**config.mk**
```make
export PLATFORM = sky130hd
export DESIGN_NAME = aes256_block_serializer
export DESIGN_NICKNAME = d
export VERILOG_FILES = /design/src/rtl/aes256_block_serializer.sv
export SDC_FILE = /design/constraint.sdc
export NUM_CORES = 1
export LEC_CHECK = 0
export BUFFER_PORTS_ARGS = -buffer_cell sky130_fd_sc_hd__buf_4
export CAP_MARGIN = 25
export CORE_ASPECT_RATIO = 1.25
export CORE_MARGIN = 3
export CORE_UTILIZATION = 54
export DETAILED_ROUTE_END_ITERATION = 16
export PLACE_DENSITY = 0.75
export SYNTH_ARGS = -nofsm -noshare
export SYNTH_HDL_FRONTEND = slang
export SYNTH_SLANG_ARGS = --single-unit
```
**constraint.sdc**
```tcl
create_clock -name clk -period 4.15 [get_ports clk]
set_input_delay 0.415 -clock clk [delete_from_list [all_inputs] [get_ports clk]]
set_output_delay 0.415 -clock clk [all_outputs]
set_load 0.02 [all_outputs]
```
**src/rtl/aes256_block_serializer.sv**
```systemverilog
// rtl/aes256_block_serializer.sv - DEPTH-block ciphertext FIFO serialised onto an OUT_W-bit request/response port
module aes256_block_serializer #(
  parameter int OUT_W     = 8,
  parameter int DEPTH     = 4,
  parameter bit MSB_FIRST = 1'b1
) (
  input  logic                     clk,
  input  logic                     rst,
  input  logic                     in_valid,
  input  logic [127:0]             in_data,
  output logic                     in_ready,
  input  logic                     next_val_req,
  output logic                     next_val_ready,
  output logic [OUT_W-1:0]         data_out,
  output logic                     last_word,
  output logic [$clog2(DEPTH):0]   block_count,
  output logic                     overflow
);

  localparam int WORDS  = 128 / OUT_W;
  localparam int PTR_W  = $clog2(DEPTH);
  localparam int CNT_W  = PTR_W + 1;
  localparam int WIDX_W = (WORDS > 1) ? $clog2(WORDS) : 1;
  localparam logic [CNT_W-1:0]  FULL     = CNT_W'(DEPTH);
  localparam logic [WIDX_W-1:0] LAST_IDX = WIDX_W'(WORDS - 1);

  typedef enum logic {EMPTY, SERVE} state_t;
  state_t state, state_next;

  logic [127:0]      mem [DEPTH];
  logic [PTR_W-1:0]  wr_ptr, rd_ptr;
  logic [CNT_W-1:0]  count, count_next;
  logic [WIDX_W-1:0] widx, widx_next;
  logic              push, serve, pop;
  logic [OUT_W-1:0]  word;
  int                shamt;

  // Full check uses the registered count only; a same-cycle pop does not free a slot.
  always_comb begin
    push       = in_valid && (count != FULL);
    serve      = (state == SERVE) && next_val_req;
    pop        = serve && (widx == LAST_IDX);
    count_next = count;
    if (push && !pop) begin
      count_next = count + 1'b1;
    end else if (pop && !push) begin
      count_next = count - 1'b1;
    end
    state_next = (count_next == '0) ? EMPTY : SERVE;
    widx_next  = widx;
    if (serve) begin
      widx_next = pop ? '0 : widx + 1'b1;
    end
  end

  always_comb begin
    shamt = 0;
    if (MSB_FIRST) begin
      shamt = 128 - OUT_W * (int'(widx) + 1);
    end else begin
      shamt = OUT_W * int'(widx);
    end
    word = OUT_W'(mem[rd_ptr] >> shamt);
  end

  always_ff @(posedge clk) begin
    if (rst) begin
      state <= EMPTY;
    end else begin
      state <= state_next;
    end
  end

  always_ff @(posedge clk) begin
    if (!rst && push) begin
      mem[wr_ptr] <= in_data;
    end
  end

  always_ff @(posedge clk) begin
    if (rst) begin
      wr_ptr         <= '0;
      rd_ptr         <= '0;
      count          <= '0;
      widx           <= '0;
      next_val_ready <= 1'b0;
      data_out       <= '0;
      last_word      <= 1'b0;
      overflow       <= 1'b0;
    end else begin
      count          <= count_next;
      widx           <= widx_next;
      next_val_ready <= serve;
      last_word      <= pop;
      if (push) begin
        wr_ptr <= wr_ptr + 1'b1;
      end
      if (pop) begin
        rd_ptr <= rd_ptr + 1'b1;
      end
      if (in_valid && !push) begin
        overflow <= 1'b1;
      end
      if (serve) begin
        data_out <= word;
      end
    end
  end

  assign in_ready    = !rst && (count != FULL);
  assign block_count = count;

endmodule
```
After elaboration in Yosys (flattened, before gate mapping)
Memories as Yosys holds them, arrays and structs flattened. A register that Yosys moved wholly into a read port is not among the register bits.
Cells that the tools add are included.
W data, S select, Z words.
{"block": "classes", "reduce_logical": 12, "shift": 1, "n_eq_ne": 2, "muxes": 8, "add_sub_neg": 7}
{"operator": "$shr A128 B32 Y8", "count": 1}
{"operator": "$sub A8 B8 Y9 const A", "count": 1}
{"operator": "$logic_and A1 B1 Y1", "count": 8}
{"operator": "$mux W3", "count": 2}
{"operator": "$add A4 B1 Y5 const B", "count": 1}
{"operator": "$add A2 B1 Y2 const B", "count": 2}
{"operator": "$add A4 B1 Y4 const B", "count": 1}
{"operator": "$eq A4 B4 Y1 const B", "count": 1}
{"operator": "$mux W2", "count": 2}
{"operator": "$mux W4", "count": 1}
{"operator": "$add A3 B1 Y3 const B", "count": 1}
{"operator": "$logic_not A1 Y1", "count": 3}
{"operator": "$logic_not A3 Y1", "count": 1}
{"operator": "$mux W1", "count": 3}
{"operator": "$ne A3 B3 Y1 const B", "count": 1}
{"operator": "$sub A3 B1 Y3 const B", "count": 1}
{"block": "word_totals", "ram_bits": 512, "elab_cells": 40, "regBits": 23, "output_inout_bits": 15, "n_memories": 1, "in_bits": 132}
{"name": "mem", "depth": 4, "width": 128, "read_ports": 1, "rd_ports_with_merged_regs": 1, "write_ports": 1, "line": "30", "source": "logic [127:0] mem [DEPTH];"}

Depth between registers and ports, before layout
{"block": "logic_depth", "word_depth": 8, "depth_mapped": 10}

Worst setup path before layout
No wires, ideal clock.
{"block": "synth_timing", "path_type": "register -> register", "start": "register count[0], in the netlist block_count[0]", "end": "memory mem[0][0] (enable)", "required_time_ns": 3.647, "period_less_slack_ns": 4.896, "setup_slack_ns": -0.746, "t_arrival_ns": 4.393, "path_stages_with_launch": 5, "path_buffers": 0, "cell_sequence": "dfxtp_1 > inv_1 > ha_1 > a21oi_1 > and3_1"}
{"block": "synth_between", "elab_chain_len": 5}
{"element": "start, declared", "line": "32", "source": "logic [CNT_W-1:0] count, count_next;"}
{"element": "start signal, assigned", "line": "91", "source": "count <= count_next;"}
{"element": "$ne A3 B3 Y1", "line": "40", "source": "push = in_valid && (count != FULL);"}
{"element": "$logic_and A1 B1 Y1", "line": "40"}
{"element": "$logic_and A1 B1 Y1", "line": "75", "source": "if (!rst && push) begin"}
{"element": "$mux W1", "line": "75"}
{"element": "$mux W1 (not written as such)", "line": "76", "source": "mem[wr_ptr] <= in_data;"}
{"element": "end, declared", "line": "30"}
Every way passes these cells.

Final worst setup path
{"block": "layout_timing", "start": "register widx[1]", "end": "register data_out[7]"}
{"block": "layout_between", "elab_chain_len": 3}
{"element": "start, declared", "line": "33", "source": "logic [WIDX_W-1:0] widx, widx_next;"}
{"element": "start signal, assigned", "line": "92", "source": "widx <= widx_next;"}
{"element": "$add A4 B1 Y5", "line": "59", "source": "shamt = 128 - OUT_W * (int'(widx) + 1);"}
{"element": "$sub A8 B8 Y9", "line": "59"}
{"element": "$shr A128 B32 Y8", "line": "63", "source": "word = OUT_W'(mem[rd_ptr] >> shamt);"}
{"element": "end signal, assigned", "line": "105", "source": "data_out <= word;"}
{"element": "end, declared", "line": "14", "source": "output logic [OUT_W-1:0] data_out,"}
Every way passes these cells.
A chain may end at the register's enable or synchronous reset.

==> impl_metrics.json <==
{
  "synth.distinct_cells": 47,
  "slew_violations": 0,
  "num_vias": 10200,
  "layout.cells.non_filler": 1676,
  "hold_buffers": 0,
  "synth_edf_count": 512,
  "drive_above_1_share_pct": 28.3,
  "die_h_um": 225,
  "met2_usage_pct": 34.3,
  "routed_via_density": 6.07,
  "clk_pin_slew_ns": 0.06,
  "cts_resized": 0,
  "dp_hpwl_um": 25800,
  "area_growth_pct": 14.9,
  "h-tree-depth": 2,
  "synth_most_common_cell": "edfxtp_1",
  "ant_nets": 0,
  "relSlewSlack_pct": 36.8,
  "min_from": "in_data[2]",
  "post_cts_buffers": 0,
  "antenna_found_initial": 3,
  "worst_hold_slack_ns": 0.0497,
  "grt_max_degree": 129,
  "cts_buffer_depth": 3,
  "required_ns": 4.64,
  "synth_top_area_share_pct": 73.9,
  "cts_tree": "built",
  "reg2reg_slack_ns": 1.21,
  "min_delay_path_depth": 1,
  "setup.worst_path.start_class": "flop",
  "synth-warning-count": 0,
  "utilization_pct": 63.5,
  "leakagePower_nw": 7.58,
  "std_cell_rows": 79,
  "finalClockSkew_ns": 0.0115,
  "dp.cells": 1584,
  "grt_pass1_vias": 10300,
  "crit_type": "flop to flop",
  "r2r-start": "widx[1]",
  "gp_congestion": 0.782,
  "root_buffer": "clkbuf_16",
  "synth_nets": 1127,
  "grt_pass1_wl_um": 64400,
  "synth_area_per_cell_um2": 21.1,
  "grt_remaining_overflow": 0,
  "hold_viol_final": 0,
  "yosys-top-cells-count": "edfxtp_1, mux4_2, mux2i_1",
  "clkSinkCount": 537,
  "peakVddDrop_mv": 0.336,
  "drc": 0,
  "syn_area_um2": 20800,
  "port_buffers": 146,
  "busiest_layer": "met2",
  "die_x_um": 182,
  "path_max_fanout": 47,
  "synth_cells": 987,
  "min_period_ns": 2.94,
  "synth.yosys.seq_area_share_pct": 76.4,
  "r2r_end": "data_out[7]",
  "maxCapViolCount": 0,
  "fmax_mhz": 340,
  "async_flop_share_pct": 0,
  "power_density_nw_per_um2": 469,
  "track_usage_pct": 20.8,
  "status": "finished, final reports clean",
  "firstDrtPassIters": 7,
  "drtIter0Drc": 1098,
  "wirelength_um": 42600,
  "core_um2": 37700,
  "worst_pin_slew_ns": 0.944,
  "initial_core_util_pct": 55.2,
  "worst_hold_path.endpoint": "mem[2][2]",
  "io_pins": 147,
  "wl_per_cell_um": 25.4,
  "fin_nets": 1289,
  "cts_buffers": 49,
  "finalCritPeriodShare_pct": 70.9,
  "setup_violations": 0,
  "yosysTopAreaCell": "edfxtp_1",
  "dieArea_um2": 40900,
  "cp_data_arrival_time_ns": 3.43,
  "hold_class": "input pin to flop",
  "synth_seq_cells": 537,
  "met1_usage_pct": 29.1,
  "grtUsageMet3_pct": 3.73,
  "rsz0062_at_grt": "no",
  "end_kind": "flop",
  "tns_ns": 0,
  "ys.flop_type": "edfxtp_1",
  "insertion_delay_ns": 0.56,
  "reg2reg_depth": 7,
  "synthTopCellsByArea": "edfxtp_1, mux4_2, mux2i_1"
}
layout by cell type (no fill, tap or decap), drive strengths merged, types with 15 or more instances in the layout:
cell,count
edfxtp,512
buf,161
mux4,101
mux2i,80
clkbuf,67
a21oi,25
dfxtp,25
nand2,24
o21ai,23
clkinv,19
o22ai,15
a211oi,15
power by group:
| group | switching (mW) | internal [mW] |
|---|---|---|
| logic | 0.468 | 0.321 |
| registers | 0.0585 | 6.12 |
| clock network | 1.86 | 2.38 |
| total | 2.38 | 8.81 |
critical path, cell delays in order, from the launching register on:
cell and delay [ns]:
dfxtp_1 0.37, ha_4 0.77, or3_1 0.20, o31ai_1 0.06
o21ai_0 0.35, mux2i_1 0.69, o21ai_0 0.25, o21ai_1 0.18
cell type report:
type                       count  area [um^2]
clock buffer                  67         1340
fill                        2507        13800
inverter                       6         22.5
clock inverter                22          160
multi-input combinational    394         4570
sequential                   537        15900
timing repair buffer         161         1310
tap                          486          608
antenna                        3         7.51
flip-flops by register name, indices dropped and copies added (netlist names), named ones only:
name,count
rd_ptr,2
last_word,1
block_count,3
next_val_ready,1
wr_ptr,2
state,1
overflow,1
mem,512
widx,4
data_out,8
through the flow:
stage	cell area [um^2]	worst slack (ns)	power, mW
floorplan	20800	0.711	6.69
global placement	22400	1.19	7.06
detailed placement	22400	1.16	7.08
CTS	23900	1.16	11.3
global route	23900	0.983	11.6
finish	23900	1.21	11.2
worst max-delay path by stage:
stage / startpoint / endpoint / slack (ns) / depth (start not counted)
2_1_floorplan: block_count[0] / mem[0][0] / 0.71 / 4
3_3_place_gp: widx[1] / data_out[0] / 1.19 / 6
3_5_place_dp: widx[1] / data_out[0] / 1.16 / 6
4_1_cts: widx[1] / data_out[0] / 1.16 / 6
5_1_grt: widx[1] / data_out[7] / 0.98 / 7
6_report: widx[1] / data_out[7] / 1.21 / 7
cells by family after synthesis:
group | synth area share, %
buffers and inverters | 1.82
flip-flops | 76.4
AO/OA/AOI/OAI | 3.92
AND/OR/NAND/NOR | 1.68
XOR/XNOR | 0.295
adder cells (fa/ha/maj) | 0.481
multiplexers | 15.4
layer usage:
metal  vias to the layer above  wire length (um)
met5                         -                 0
met4                         0               936
met3                        55              2980
met2                       391             21800
met1                      5270             16800
li1                       4460                 -
(Power assumes the default switching activity.)
